File: src/rtl/router_ingress.sv
// router_ingress: 1x3 router ingress FSM that decodes headers and steers packet bytes into per-port FIFOs
module router_ingress (
  input  logic       clock,
  input  logic       resetn,
  input  logic       pkt_valid,
  input  logic [7:0] data_in,
  output logic       busy,
  input  logic [2:0] fifo_full,
  input  logic [2:0] fifo_empty,
  input  logic [2:0] soft_reset,
  output logic [2:0] write_enb,
  output logic [7:0] dout,
  output logic       lfd_state,
  output logic       err,
  output logic       parity_done
);
  localparam logic [2:0] DECODE     = 3'd0;
  localparam logic [2:0] WAIT_EMPTY = 3'd1;
  localparam logic [2:0] LOAD_FIRST = 3'd2;
  localparam logic [2:0] LOAD_DATA  = 3'd3;
  localparam logic [2:0] FULL       = 3'd4;
  localparam logic [2:0] AFTER_FULL = 3'd5;
  localparam logic [2:0] CHECK      = 3'd6;
  localparam logic [2:0] DROP       = 3'd7;
  logic [2:0] state_q, state_d;
  logic [7:0] hdr_q, hdr_d, hold_q, hold_d, calc_q, calc_d, rx_q, rx_d;
  logic [1:0] addr_q, addr_d;
  logic       hold_par_q, hold_par_d, err_q, err_d;
  logic [3:0] empty_x, full_x, soft_x;
  logic       full_a, sr, we;
  // address 3 never reaches a FIFO, so padding with 0 keeps indexing in range
  assign empty_x = {1'b0, fifo_empty};
  assign full_x  = {1'b0, fifo_full};
  assign soft_x  = {1'b0, soft_reset};
  assign full_a  = full_x[addr_q];
  assign sr      = soft_x[addr_q] && state_q != DECODE && state_q != DROP;
  assign we      = !sr && !full_a && (state_q == LOAD_FIRST || state_q == LOAD_DATA || state_q == AFTER_FULL);
  assign write_enb   = we ? 3'b001 << addr_q : 3'b000;
  assign dout        = state_q == LOAD_FIRST ? hdr_q : state_q == AFTER_FULL ? hold_q : state_q == LOAD_DATA ? data_in : 8'd0;
  assign busy        = !(state_q == DECODE || state_q == LOAD_DATA || state_q == DROP);
  assign lfd_state   = state_d == LOAD_FIRST;
  assign parity_done = state_q == CHECK && !sr;
  assign err         = err_q;
  // next-state and datapath updates; soft reset and resetn override last
  always_comb begin
    state_d    = state_q;
    hdr_d      = hdr_q;
    addr_d     = addr_q;
    hold_d     = hold_q;
    hold_par_d = hold_par_q;
    calc_d     = calc_q;
    rx_d       = rx_q;
    err_d      = err_q;
    case (state_q)
      DECODE: if (pkt_valid) begin
        if (data_in[1:0] == 2'd3) state_d = DROP;
        else begin
          hdr_d   = data_in;
          addr_d  = data_in[1:0];
          calc_d  = data_in;
          err_d   = 1'b0;
          state_d = empty_x[data_in[1:0]] ? LOAD_FIRST : WAIT_EMPTY;
        end
      end
      WAIT_EMPTY: if (empty_x[addr_q]) state_d = LOAD_FIRST;
      LOAD_FIRST: if (!full_a) state_d = LOAD_DATA;
      LOAD_DATA: if (!full_a) begin
        if (pkt_valid) calc_d = calc_q ^ data_in;
        else begin
          rx_d    = data_in;
          state_d = CHECK;
        end
      end else begin
        hold_d     = data_in;
        hold_par_d = !pkt_valid;
        state_d    = FULL;
      end
      FULL: if (!full_a) state_d = AFTER_FULL;
      AFTER_FULL: if (!full_a) begin
        if (hold_par_q) begin
          rx_d    = hold_q;
          state_d = CHECK;
        end else begin
          calc_d  = calc_q ^ hold_q;
          state_d = LOAD_DATA;
        end
      end
      CHECK: begin
        err_d   = calc_q != rx_q;
        state_d = DECODE;
      end
      default: if (!pkt_valid) state_d = DECODE;
    endcase
    if (sr) begin
      state_d = DECODE;
      err_d   = err_q;
    end
    if (!resetn) begin
      state_d    = DECODE;
      hdr_d      = 8'd0;
      addr_d     = 2'd0;
      hold_d     = 8'd0;
      hold_par_d = 1'b0;
      calc_d     = 8'd0;
      rx_d       = 8'd0;
      err_d      = 1'b0;
    end
  end
  // state registers; reset is already folded into the next-state values
  always_ff @(posedge clock) begin
    state_q    <= state_d;
    hdr_q      <= hdr_d;
    addr_q     <= addr_d;
    hold_q     <= hold_d;
    hold_par_q <= hold_par_d;
    calc_q     <= calc_d;
    rx_q       <= rx_d;
    err_q      <= err_d;
  end
endmodule

File: config.mk
export PLATFORM = sky130hd
export DESIGN_NAME = router_ingress
export DESIGN_NICKNAME = d
export VERILOG_FILES = /design/src/rtl/router_ingress.sv
export SDC_FILE = /design/constraint.sdc
export NUM_CORES = 1
export LEC_CHECK = 0
export BUFFER_PORTS_ARGS = -buffer_cell sky130_fd_sc_hd__buf_2
export CAP_MARGIN = 20
export CORE_ASPECT_RATIO = 1.5
export CORE_MARGIN = 2
export CORE_UTILIZATION = 55
export DETAILED_ROUTE_END_ITERATION = 16
export PLACE_DENSITY = 0.78
export SLEW_MARGIN = 20
export SYNTH_ARGS = -nofsm -noshare
export SYNTH_HDL_FRONTEND = slang
export SYNTH_SLANG_ARGS = --single-unit
File: constraint.sdc
create_clock -name clock -period 2.9 [get_ports clock]
set_clock_uncertainty 0.15 [all_clocks]
set_input_delay 0.725 -clock clock [delete_from_list [all_inputs] [get_ports clock]]
set_output_delay 0.725 -clock clock [all_outputs]
set_load 0.01 [all_outputs]
Word level (Yosys, flattened, before mapping)

Cells that the tools add are included.

$lt $le $gt $ge: 2
Equality and inequality tests: 19
Shifts and indexed selects: 1
Muxes and demuxes: 41
Bitwise gates (word level): 4
Reduce and logical (&&, ||, !) cells: 23

Operators with widths:

| cell                                                                          | number |
|---|---|
| 8-bit two-way mux                                                             | 13 |
| 3-bit two-way mux                                                             | 13 |
| 8-bit case mux with 3 select lines                                            | 1 |
| 3-bit case mux with 7 select lines                                            | 1 |
| 2-bit inequality test (second input constant)                                 | 8 |
| 8-bit case mux with 2 select lines                                            | 1 |
| 8-bit XOR                                                                     | 2 |
| 3-bit equality test (second input constant)                                   | 4 |
| 3-bit by 2-bit equality test with 1-bit output (second input constant)        | 3 |
| 1-bit binary-select mux with 2-bit select                                     | 4 |
| 8-bit inequality test                                                         | 1 |
| 7-bit AND reduction                                                           | 1 |
| 2-bit by 3-bit less-than comparator with 1-bit output (second input constant) | 2 |
| 1-bit two-way mux                                                             | 6 |
| 3-bit nonzero test                                                            | 2 |
| 1-bit logical AND                                                             | 5 |
| 5-bit AND reduction                                                           | 1 |
| 1-bit zero test                                                               | 4 |
| 1-bit logical OR                                                              | 4 |
| 4-bit AND reduction                                                           | 1 |
| 2-bit nonzero test                                                            | 2 |
| 3-bit by 1-bit equality test with 1-bit output (second input constant)        | 1 |
| 3-bit zero test                                                               | 1 |
| 3-bit inequality test (second input constant)                                 | 1 |
| other kinds (7)                                                               | 8 |

Register bits after elaboration: 39
Bits of input ports: 20
Output and inout port bits: 15
Logic and storage cells: 98

Logic depth before layout (Yosys ltp)

Gate-level depths: netlist (run 1).

Word-level depth: 9
Mapped depth: 7
Mapped depth without buffers: 5

Least setup slack after synthesis (run 1)

OpenSTA, ideal clock, no wires.

Kind: input to output
Start point: in data_in[0]
End point: out lfd_state
Data arrival time: 2018 ps
Data required time: 2025 ps
Slack: 7 ps
Cell stages on the path: 6
Path buffers: 1
Path through: clkbuf_1 > and4b_1 > o22ai_1 > a31oi_1 > a2111oi_2 > nor4_1

Word-level cells in the longest chain between the ends: 9
Elaborated cells between the ends (all ways): 10
Classes of those cells: eq/ne (2); mux (8)

Ends and longest elaborated chain:

| item                                             | line | source |
|---|---|---|
| start, declared                                  | 6    | `input logic [7:0] data_in,` |
| 1-bit binary-select mux with 2-bit select        | 62   | `state_d = empty_x[data_in[1:0]] ? LOAD_FIRST : WAIT_EMPTY;` |
| 1-bit two-way mux (implied by the code)          | 62   |  |
| 2-bit two-way mux                                | 62   |  |
| 3-bit two-way mux *                              | 56   | `if (data_in[1:0] == 2'd3) state_d = DROP;` |
| 3-bit two-way mux *                              | 55   | `DECODE: if (pkt_valid) begin` |
| 3-bit case mux with 7 select lines *             | 54   | `case (state_q)` |
| 3-bit two-way mux *                              | 94   | `if (sr) begin` |
| 3-bit two-way mux *                              | 98   | `if (!resetn) begin` |
| 3-bit by 2-bit equality test with 1-bit output * | 41   | `assign lfd_state = state_d == LOAD_FIRST;` |
| end, declared                                    | 13   | `output logic lfd_state,` |

Mark *: on every way between the ends. The rest lies on a longest branch, timed or not. The select of a mux whose other input is x is not followed.

Worst setup path after layout (run 1)

Same ends and word-level chain as after synthesis.

==> results.sh, run 1 <==
export IMPL_setup_viol=0
export IMPL_cts_tree="yes"
export IMPL_hold_violations=0
export IMPL_drc=0
export IMPL_die_y_um=82.2
export IMPL_cp_arrival_ns=2.01
export IMPL_tightestPinTransition_ns=0.490
export IMPL_synth_edf_count=0
export IMPL_cp_top_family="compound AO/OA/AOI/OAI gates"
export IMPL_critPathMaxStageDelay_ns=0.40
export IMPL_drtPass1Iterations=4
export IMPL_cp_common_cell="buf_2"
export IMPL_ios=35
export IMPL_cts_sinks=37
export IMPL_grt_overflow=0
export IMPL_clk_insertion_delay_late_ns=0.29
export IMPL_path_buf_inv=2
export IMPL_dr_max_layer_used="met4"
export IMPL_fin_crit_ns=2.88
export IMPL_fin_nets=339
export IMPL_post_cts_setup_buffer_count=0
export IMPL_yosys_warnings=0
export IMPL_vias=2191
export IMPL_synth_avg_cell_area_um2=8.26
export IMPL_antenna_found_initial=0
export IMPL_min_period_over_period=0.994
export IMPL_postSynthCellCount=271
export IMPL_dp_cells=357
export IMPL_grt_pass1_vias=2083
export IMPL_fill_cells=328
export IMPL_end_kind="primary output"
export IMPL_netlist_area_um2=2240
export IMPL_path_clk_slew_ns=0.07
export IMPL_ys_ff_latch=37
export IMPL_ant_nets=0
export IMPL_crit_chain="buf_2 -> and4b_1 -> o22ai_1 -> a31oi_2 -> a2111oi_4 -> nor4_2 -> buf_2"
export IMPL_yosysUniqueCellTypes=49
export IMPL_hold_path_class="register to register"
export IMPL_synth_top_area_frac=0.331
export IMPL_rsz0062_at_grt="true"
export IMPL_dr_wl_met2_mm=2.96
export IMPL_required_ns=2.03
export IMPL_synth_area_leaders="dfxtp_1, mux2i_1, a21oi_1"
export IMPL_outcome="finished clean"
export IMPL_ys_seq_area_frac=0.331
export IMPL_clock_path_buffers=2
export IMPL_worstSetupPathType="input port to primary output"
export IMPL_dp_hpwl_mm=4.12
export IMPL_root_buffer="clkbuf_8"
export IMPL_p_per_area_nw_per_um2=760
export IMPL_stdcell_count=365
export IMPL_syn2layout_area_growth_pct=20.4
export IMPL_cp_max_fo=8
export IMPL_startpoint="data_in[0]"
export IMPL_cp_start_kind="input port"
export IMPL_cts_made_buffers=5
export IMPL_yosysTopAreaCell="dfxtp_1"
export IMPL_grt_pass1_wl_mm=9.55
export IMPL_reg2reg_from="state_q[0]$_DFF_P_"
export IMPL_wl_per_cell_um=15.9
export IMPL_rows=28
export IMPL_drive_gt1_frac=0.272
export IMPL_slew_violations=0
export IMPL_met3_length_um=268
export IMPL_fp_coreArea_um2=3920
export IMPL_io_buffers=34
export IMPL_yosys_most_used_dff="dfxtp_1"
export IMPL_drt_iter0_markers=88
export IMPL_slowest_stage="a2111oi_4"
export IMPL_start_util=0.571
export IMPL_fp_dieW_um=56.1
export IMPL_final_common_cell="nand2_1"
export IMPL_min_delay_start="hold_q[3]$_SDFFE_PN0P_"
export IMPL_syn_nets=291
export IMPL_diodes=0
export IMPL_die_area_um2=4610
export IMPL_htreeDepth=2
export IMPL_p_leak_nw=1.08
export IMPL_final_cell_mix="nand2_1, dfxtp_1, buf_2"
export IMPL_wl_mm=5.80
export IMPL_viasPerCell=6.00
export IMPL_fmax_mhz=347
export IMPL_grt_usage=0.265
export IMPL_place_congestion=0.874
export IMPL_grt_max_degree=33
export IMPL_utilization=0.687
export IMPL_maxCapViolations=0
export IMPL_slew_limit_headroom=0.673
export IMPL_drt_met1_wl_mm=2.38
export IMPL_vdd_ir_drop_max_mv=0.549
export IMPL_async_reset_ff_frac=0
==> through the flow <==
stage	setup WS, ns	instance area, um^2	power [W]	setup TNS, ns	hold WS [ns]
3_3_place_gp	-0.00555	2560	0.00162	-0.00555	0.307
2_1_floorplan	0.00652	2240	0.00135	0	0.299
5_1_grt	-0.0878	2700	0.00217	-0.0878	0.351
6_report	0.0173	2700	0.00205	0	0.321
4_1_cts	-0.0109	2640	0.00199	-0.0109	0.321
3_5_place_dp	-0.0111	2560	0.00164	-0.0111	0.311
==> worst register-to-register path, delay by kind of cell, from the launching register on <==
kind | cells | cell delay [ns]
flops | 1 | 0.46
buf+inv | 2 | 0.42
simple gates | 2 | 0.41
compound gates | 2 | 0.22
mux | 1 | 0.35
==> cell usage after synthesis (2+ instances only) <==
cell and number:
a211oi_1 9, a21oi_1 27, a21oi_4 2, a31oi_1 3, a31oi_4 2, buf_2 6
buf_4 4, buf_6 2, clkbuf_1 7, dfxtp_1 37, inv_1 5, mux2i_1 25
nand2_1 35, nand2b_1 2, nand3_1 4, nand3b_1 3, nor2_1 22, nor2b_1 4
nor3_1 12, nor4_1 6, o211ai_1 2, o21a_1 3, o21ai_0 8, o21ai_1 2
o32ai_1 8, xor2_1 8
==> cell type report <==
type	instances	area, um^2	share of cell area
Tap cell	45	56.3	0.0209
Timing Repair Buffer	61	373	0.138
Clock buffer	8	80.1	0.0297
Multi-Input combinational cell	208	1420	0.525
Inverter	6	22.5	0.00835
Sequential cell	37	749	0.278
==> cells by family (layout without fill, tap and decap cells) <==
family | count (synthesis) | in the layout | synth area share
flip-flops | 37 | 37 | 0.331
buffers and inverters | 26 | 75 | 0.0603
multiplexers | 26 | 26 | 0.118
AND/OR/NAND/NOR | 97 | 97 | 0.211
XOR/XNOR | 8 | 8 | 0.0313
AO/OA/AOI/OAI | 77 | 77 | 0.249
==> worst paths after layout <==
kind / endpoint / slack [ns] / depth (start not counted)
max: lfd_state / 0.02 / 7
min reg2reg: hold_q[3]$_SDFFE_PN0P_ / 0.32 / 2
min: hold_q[3]$_SDFFE_PN0P_ / 0.32 / 2
max reg2reg: calc_q[3]$_SDFFE_PN0P_ / 0.74 / 7
==> per-layer routing <==
| metal | up-vias | track usage |
|---|---|---|
| met1 | 1006 | 0.300 |
| met2 | 82 | 0.473 |
| met3 | 21 | 0.0452 |
| met5 | - | 0 |
| met4 | 0 | 0.145 |
| li1 | 1082 | - |
==> registers in the layout (all words and copies together) (netlist names) <==
register	cells
state_q	3
hdr_q	8
err	1
rx_q	8
hold_par_q	1
calc_q	8
hold_q	8
==> power by group <==
group	total, W	switching (W)	internal, W	leakage [nW]
clock network	0.000344	0.000173	0.000171	0.0395
logic	0.00102	0.000570	0.000447	0.742
registers	0.000687	0.0000950	0.000592	0.302
total	0.00205	0.000839	0.00121	1.08
==> repair_timing <==
item / 4_1_cts / 5_1_grt
setup endpoints to repair: 5 / 3
pin swaps: 0 / 4
hold buffers: 0 / 0
gates resized for setup: 2 / 11
hold endpoints to repair: 0 / 0
Power figures use the tool's default switching activity.
==> run 2, diff against run 1 <==
==> constraint.sdc (replaced) <==
create_clock -name clock -period 2.9 [get_ports clock]
set_clock_uncertainty 0.15 [all_clocks]
set_input_delay 0.58 -clock clock [delete_from_list [all_inputs] [get_ports clock]]
set_output_delay 0.58 -clock clock [all_outputs]
set_load 0.01 [all_outputs]
==> run 2 against run 1 <==
  * Setup slack better by 0.14 ns
  * Count of clock-buffer cells in the layout is 2 lower
  * Sequential share of layout area is 1.6 points higher
  * Worst hold slack better by 0.0028 ns
  * First-iteration DRC count is 9.1% higher
  * Critical path depth is 1 lower
==> results.sh, run 2 (same netlist as run 1, synthesis figures left out) <==
export IMPL_place_congestion=0.893
export IMPL_path_buf_inv=1
export IMPL_tightestPinTransition_ns=0.574
export IMPL_io_buffers=34
export IMPL_reg2reg_from="state_q[2]$_DFF_P_"
export IMPL_fp_dieW_um=56.1
export IMPL_outcome="finished clean"
export IMPL_end_kind="primary output"
export IMPL_rows=28
export IMPL_dp_hpwl_mm=3.89
export IMPL_clock_path_buffers=2
export IMPL_startpoint="hdr_q[1]$_SDFFE_PN0P_"
export IMPL_crit_chain="mux2i_4 -> o21a_2 -> nor3_1 -> or3_1 -> nor4_1 -> buf_2"
export IMPL_fmax_mhz=365
export IMPL_ios=35
export IMPL_worstSetupPathType="register to primary output"
export IMPL_root_buffer="clkbuf_8"
export IMPL_cp_top_family="simple AND/OR/NAND/NOR gates"
export IMPL_critPathMaxStageDelay_ns=0.42
export IMPL_path_clk_slew_ns=0.07
export IMPL_cts_tree="yes"
export IMPL_p_leak_nw=1.00
export IMPL_grt_max_degree=33
export IMPL_cts_made_buffers=5
export IMPL_worstSetupEndpoint="lfd_state"
export IMPL_drive_gt1_frac=0.215
export IMPL_cts_sinks=37
export IMPL_slew_limit_headroom=0.617
export IMPL_rsz0062_at_grt="false"
export IMPL_multiInputGateArea_um2=1370
export IMPL_cp_arrival_ns=2.01
export IMPL_fin_nets=322
export IMPL_design_area_um2=2540
export IMPL_ant_nets=0
export IMPL_diodes=0
export IMPL_cp_max_fo=10
export IMPL_cts_resized=1
export IMPL_reg2reg_slack_ns=0.69
export IMPL_fill_cells=353
export IMPL_viasPerCell=6.20
export IMPL_wl_mm=5.50
export IMPL_grt_usage=0.264
export IMPL_die_area_um2=4610
export IMPL_post_cts_setup_buffer_count=0
export IMPL_post_dp_cell_area_um2=2440
export IMPL_maxCapViolations=0
export IMPL_postCtsHoldBufs=0
export IMPL_grt_overflow=0
export IMPL_hold_violations=0
export IMPL_wl_per_cell_um=15.8
export IMPL_r2r_cells=7
export IMPL_syn2layout_area_growth_pct=13.4
export IMPL_clk_insertion_delay_late_ns=0.29
export IMPL_drt_iter0_markers=96
export IMPL_min_period_over_period=0.945
export IMPL_fp_coreArea_um2=3920
export IMPL_drtPass1Iterations=4
export IMPL_setup_viol=0
export IMPL_worst_r2r_endpoint="calc_q[5]$_SDFFE_PN0P_"
export IMPL_drc=0
export IMPL_tns_ns=0
export IMPL_required_ns=2.17
export IMPL_hold_path_class="register to register"
export IMPL_fin_crit_ns=2.74
export IMPL_slew_violations=0
export IMPL_vdd_ir_drop_max_mv=0.602
export IMPL_slowest_stage="dfxtp_4"
export IMPL_crit_cells=6
export IMPL_final_cell_mix="nand2_1, dfxtp_1, buf_2"
export IMPL_p_per_area_nw_per_um2=767
export IMPL_grt_pass1_wl_mm=9.49
export IMPL_antenna_found_initial=0
export IMPL_final_common_cell="nand2_1"
export IMPL_regArea_um2=747
export IMPL_die_y_um=82.2
export IMPL_vias=2156
export IMPL_start_util=0.571
export IMPL_grt_pass1_vias=2063
export IMPL_cp_start_kind="register"
export IMPL_htreeDepth=2
-- run 2: final cells by class --
type                            instances  area share
Sequential cell                        37       0.294
Tap cell                               45      0.0222
Inverter                                6     0.00887
Multi-Input combinational cell        208       0.541
Clock buffer                            6      0.0286
Timing Repair Buffer                   44       0.102
Clock inverter                          2     0.00394
-- run 2: stage by stage --
stage,hold WS (ns),setup WS [ns],power (W),util,instances
floorplan,0.299,0.297,0.00135,-,271
global placement,0.308,0.217,0.00158,0.622,340
detailed placement,0.314,0.207,0.00159,0.622,340
CTS,0.324,0.000140,0.00194,0.643,348
global route,0.341,0.00773,0.00208,0.647,348
finish,0.324,0.159,0.00195,0.647,348
-- run 2: where the power goes --
part | internal (W) | switching, W
Combinational | 0.000388 | 0.000526
Clock | 0.000167 | 0.000183
Sequential | 0.000590 | 0.0000948
-- run 2: how the worst min path moves through the flow --
stage	startpoint	to	slack, ns	depth (start not counted)
2_1_floorplan	hold_q[0]$_SDFFE_PN0P_	hold_q[0]$_SDFFE_PN0P_	0.30	2
3_3_place_gp	hold_q[2]$_SDFFE_PN0P_	hold_q[2]$_SDFFE_PN0P_	0.31	2
3_5_place_dp	hold_q[7]$_SDFFE_PN0P_	hold_q[7]$_SDFFE_PN0P_	0.31	2
4_1_cts	hold_q[2]$_SDFFE_PN0P_	hold_q[2]$_SDFFE_PN0P_	0.32	2
5_1_grt	hold_q[2]$_SDFFE_PN0P_	hold_q[2]$_SDFFE_PN0P_	0.34	2
6_report	hold_q[5]$_SDFFE_PN0P_	hold_q[5]$_SDFFE_PN0P_	0.32	2
-- run 2: worst reg2reg max path: cells and delay by family (launching register included) --
family	cells	cell delay [ns]
buffers and inverters	2	0.49
and+or+nand+nor	2	0.47
DFF	1	0.42
muxes	1	0.32
AOI/OAI and AO/OA	2	0.23
-- run 2: layer usage --
| layer | global-route usage | vias up | share of wire |
|---|---|---|---|
| met5 | 0 | - | 0 |
| met4 | 0.167 | 0 | 0.038 |
| met3 | 0.0421 | 18 | 0.052 |
| met2 | 0.458 | 81 | 0.50 |
| met1 | 0.303 | 1006 | 0.41 |
| li1 | - | 1051 | - |
==> run 3, diff against run 2 <==
--- a/config.mk
+++ b/config.mk
@@ -12,6 +12,7 @@
 export CORE_UTILIZATION = 55
 export DETAILED_ROUTE_END_ITERATION = 16
 export PLACE_DENSITY = 0.78
+export REMOVE_ABC_BUFFERS = 1
 export SLEW_MARGIN = 20
 export SYNTH_ARGS = -nofsm -noshare
 export SYNTH_HDL_FRONTEND = slang
==> run 3 against run 2 <==
  * Setup slack improved by 0.011 ns
  * Sequential cell count did not move
  * Critical path type unchanged
  * Die area did not move
  * Design area fell by 0.25%
  * Global-route usage fell by 2.0 points
  * Cell count did not move
  * Critical endpoint unchanged
  * Routed wire length fell by 0.82%
  * Critical path depth did not move
  * Register-to-register slack improved by 0.08 ns
==> results.sh, run 3 (same netlist as run 1, synthesis figures left out) <==
export IMPL_outcome="finished clean"
export IMPL_power_internal_w=0.00113
export IMPL_postCtsHoldBufs=0
export IMPL_htreeDepth=2
export IMPL_hold_path_depth=2
export IMPL_final_cell_mix="nand2_1, dfxtp_1, buf_2"
export IMPL_antenna_found_initial=0
export IMPL_hold_end="hold_q[7]$_SDFFE_PN0P_"
export IMPL_viasPerCell=5.99
export IMPL_min_delay_start="hold_q[7]$_SDFFE_PN0P_"
export IMPL_drtPass1Iterations=4
export IMPL_fin_crit_ns=2.73
export IMPL_post_dp_cell_area_um2=2430
export IMPL_min_period_over_period=0.941
export IMPL_fin_ws_ns=0.170
export IMPL_reg2reg_from="state_q[0]$_DFF_P_"
export IMPL_diodes=0
export IMPL_grt_max_degree=33
export IMPL_worst_r2r_endpoint="calc_q[6]$_SDFFE_PN0P_"
export IMPL_grt_pass1_wl_mm=8.81
export IMPL_slew_violations=0
export IMPL_rsz0062_at_grt="false"
export IMPL_clock_path_buffers=2
export IMPL_cts_made_buffers=5
export IMPL_p_leak_nw=1.01
export IMPL_cp_start_kind="register"
export IMPL_reg2reg_slack_ns=0.77
export IMPL_design_area_um2=2530
export IMPL_slew_limit_headroom=0.616
export IMPL_rows=28
export IMPL_dpl_worst_slack_ns=0.191
export IMPL_wl_mm=5.46
export IMPL_p_comb_frac=0.475
export IMPL_grt_overflow=0
export IMPL_vias=2084
export IMPL_hold_violations=0
export IMPL_drt_iter0_markers=81
export IMPL_die_area_um2=4610
export IMPL_io_buffers=34
export IMPL_start_util=0.571
export IMPL_wl_per_cell_um=15.7
export IMPL_drive_gt1_frac=0.218
export IMPL_ios=35
export IMPL_clk_insertion_delay_late_ns=0.29
export IMPL_die_y_um=82.2
export IMPL_pwr_share_seq=0.344
export IMPL_cts_tree="yes"
export IMPL_finalPower_w=0.00193
export IMPL_fmax_mhz=366
export IMPL_fin_nets=322
export IMPL_path_clk_slew_ns=0.08
export IMPL_setup_viol=0
export IMPL_syn2layout_area_growth_pct=13.1
export IMPL_worstSetupPathType="register to primary output"
export IMPL_switching_share=0.413
export IMPL_cp_arrival_ns=2.00
export IMPL_grt_usage=0.243
export IMPL_ant_nets=0
export IMPL_hold_path_class="register to register"
export IMPL_clockPowerShare=0.181
export IMPL_cp_max_fo=7
export IMPL_drc=0
export IMPL_p_per_area_nw_per_um2=763
export IMPL_end_kind="primary output"
export IMPL_grt_pass1_vias=1960
export IMPL_dp_hpwl_mm=3.87
export IMPL_hold_ws_ns=0.323
export IMPL_r2r_cells=6
export IMPL_fp_coreArea_um2=3920
export IMPL_tightestPinTransition_ns=0.576
export IMPL_fp_dieW_um=56.1
export IMPL_cts_sinks=37
export IMPL_required_ns=2.17
export IMPL_vdd_ir_drop_max_mv=0.613
export IMPL_root_buffer="clkbuf_8"
export IMPL_maxCapViolations=0
export IMPL_place_congestion=0.875
export IMPL_power_switching_w=0.000797
run 3: critical path, stage by stage, from the launching register on:
cell     delay (ns)
dfxtp_2        0.39
mux2i_2        0.30
o21a_4         0.21
nor3_1         0.07
or3_1          0.41
nor4_2         0.16
buf_2          0.17
run 3: power groups by stage:
stage	combinational (W)	sequential, W	clock, W
2_1_floorplan	0.000575	0.000708	0
3_3_place_gp	0.000888	0.000670	0
3_5_place_dp	0.000897	0.000673	0
4_1_cts	0.000901	0.000661	0.000356
5_1_grt	0.00101	0.000678	0.000378
6_report	0.000918	0.000664	0.000350
run 3: worst max-delay path by stage:
stage | startpoint | end | cells after the start
2_1_floorplan | state_q[0]$_DFF_P_ | write_enb[2] | 3
3_3_place_gp | fifo_full[0] | lfd_state | 7
3_5_place_dp | fifo_full[2] | lfd_state | 7
4_1_cts | hdr_q[1]$_SDFFE_PN0P_ | lfd_state | 6
5_1_grt | hdr_q[1]$_SDFFE_PN0P_ | lfd_state | 7
6_report | hdr_q[1]$_SDFFE_PN0P_ | lfd_state | 6
run 3: layer usage:
metal,part of all wire,vias to the layer above,GRT usage
met3,0.042,11,0.0421
met1,0.41,971,0.265
li1,-,1047,-
met5,0,-,0
met4,0.023,0,0.124
met2,0.53,55,0.452
run 3: metrics by stage:
step                      instances  setup TNS (ns)   util
after global placement          340               0  0.619
after detailed placement        340               0  0.619
final                           348               0  0.645
after floorplan                 251         -0.0903      -
after CTS                       348               0  0.640
after global routing            348               0  0.645
run 3: layout make-up:
cell class | count | area [um^2]
multi-input combinational | 208 | 1380
timing repair buffer | 44 | 245
fill | 364 | 1390
inverter | 6 | 22.5
clock inverter | 2 | 10.0
tap | 45 | 56.3
sequential | 37 | 743
clock buffer | 6 | 72.6
run 3: what timing repair did:
item | 4_1_cts | 5_1_grt
setup buffers | 0 | 0
setup endpoints to repair | 0 | 1
resized for setup | 0 | 5
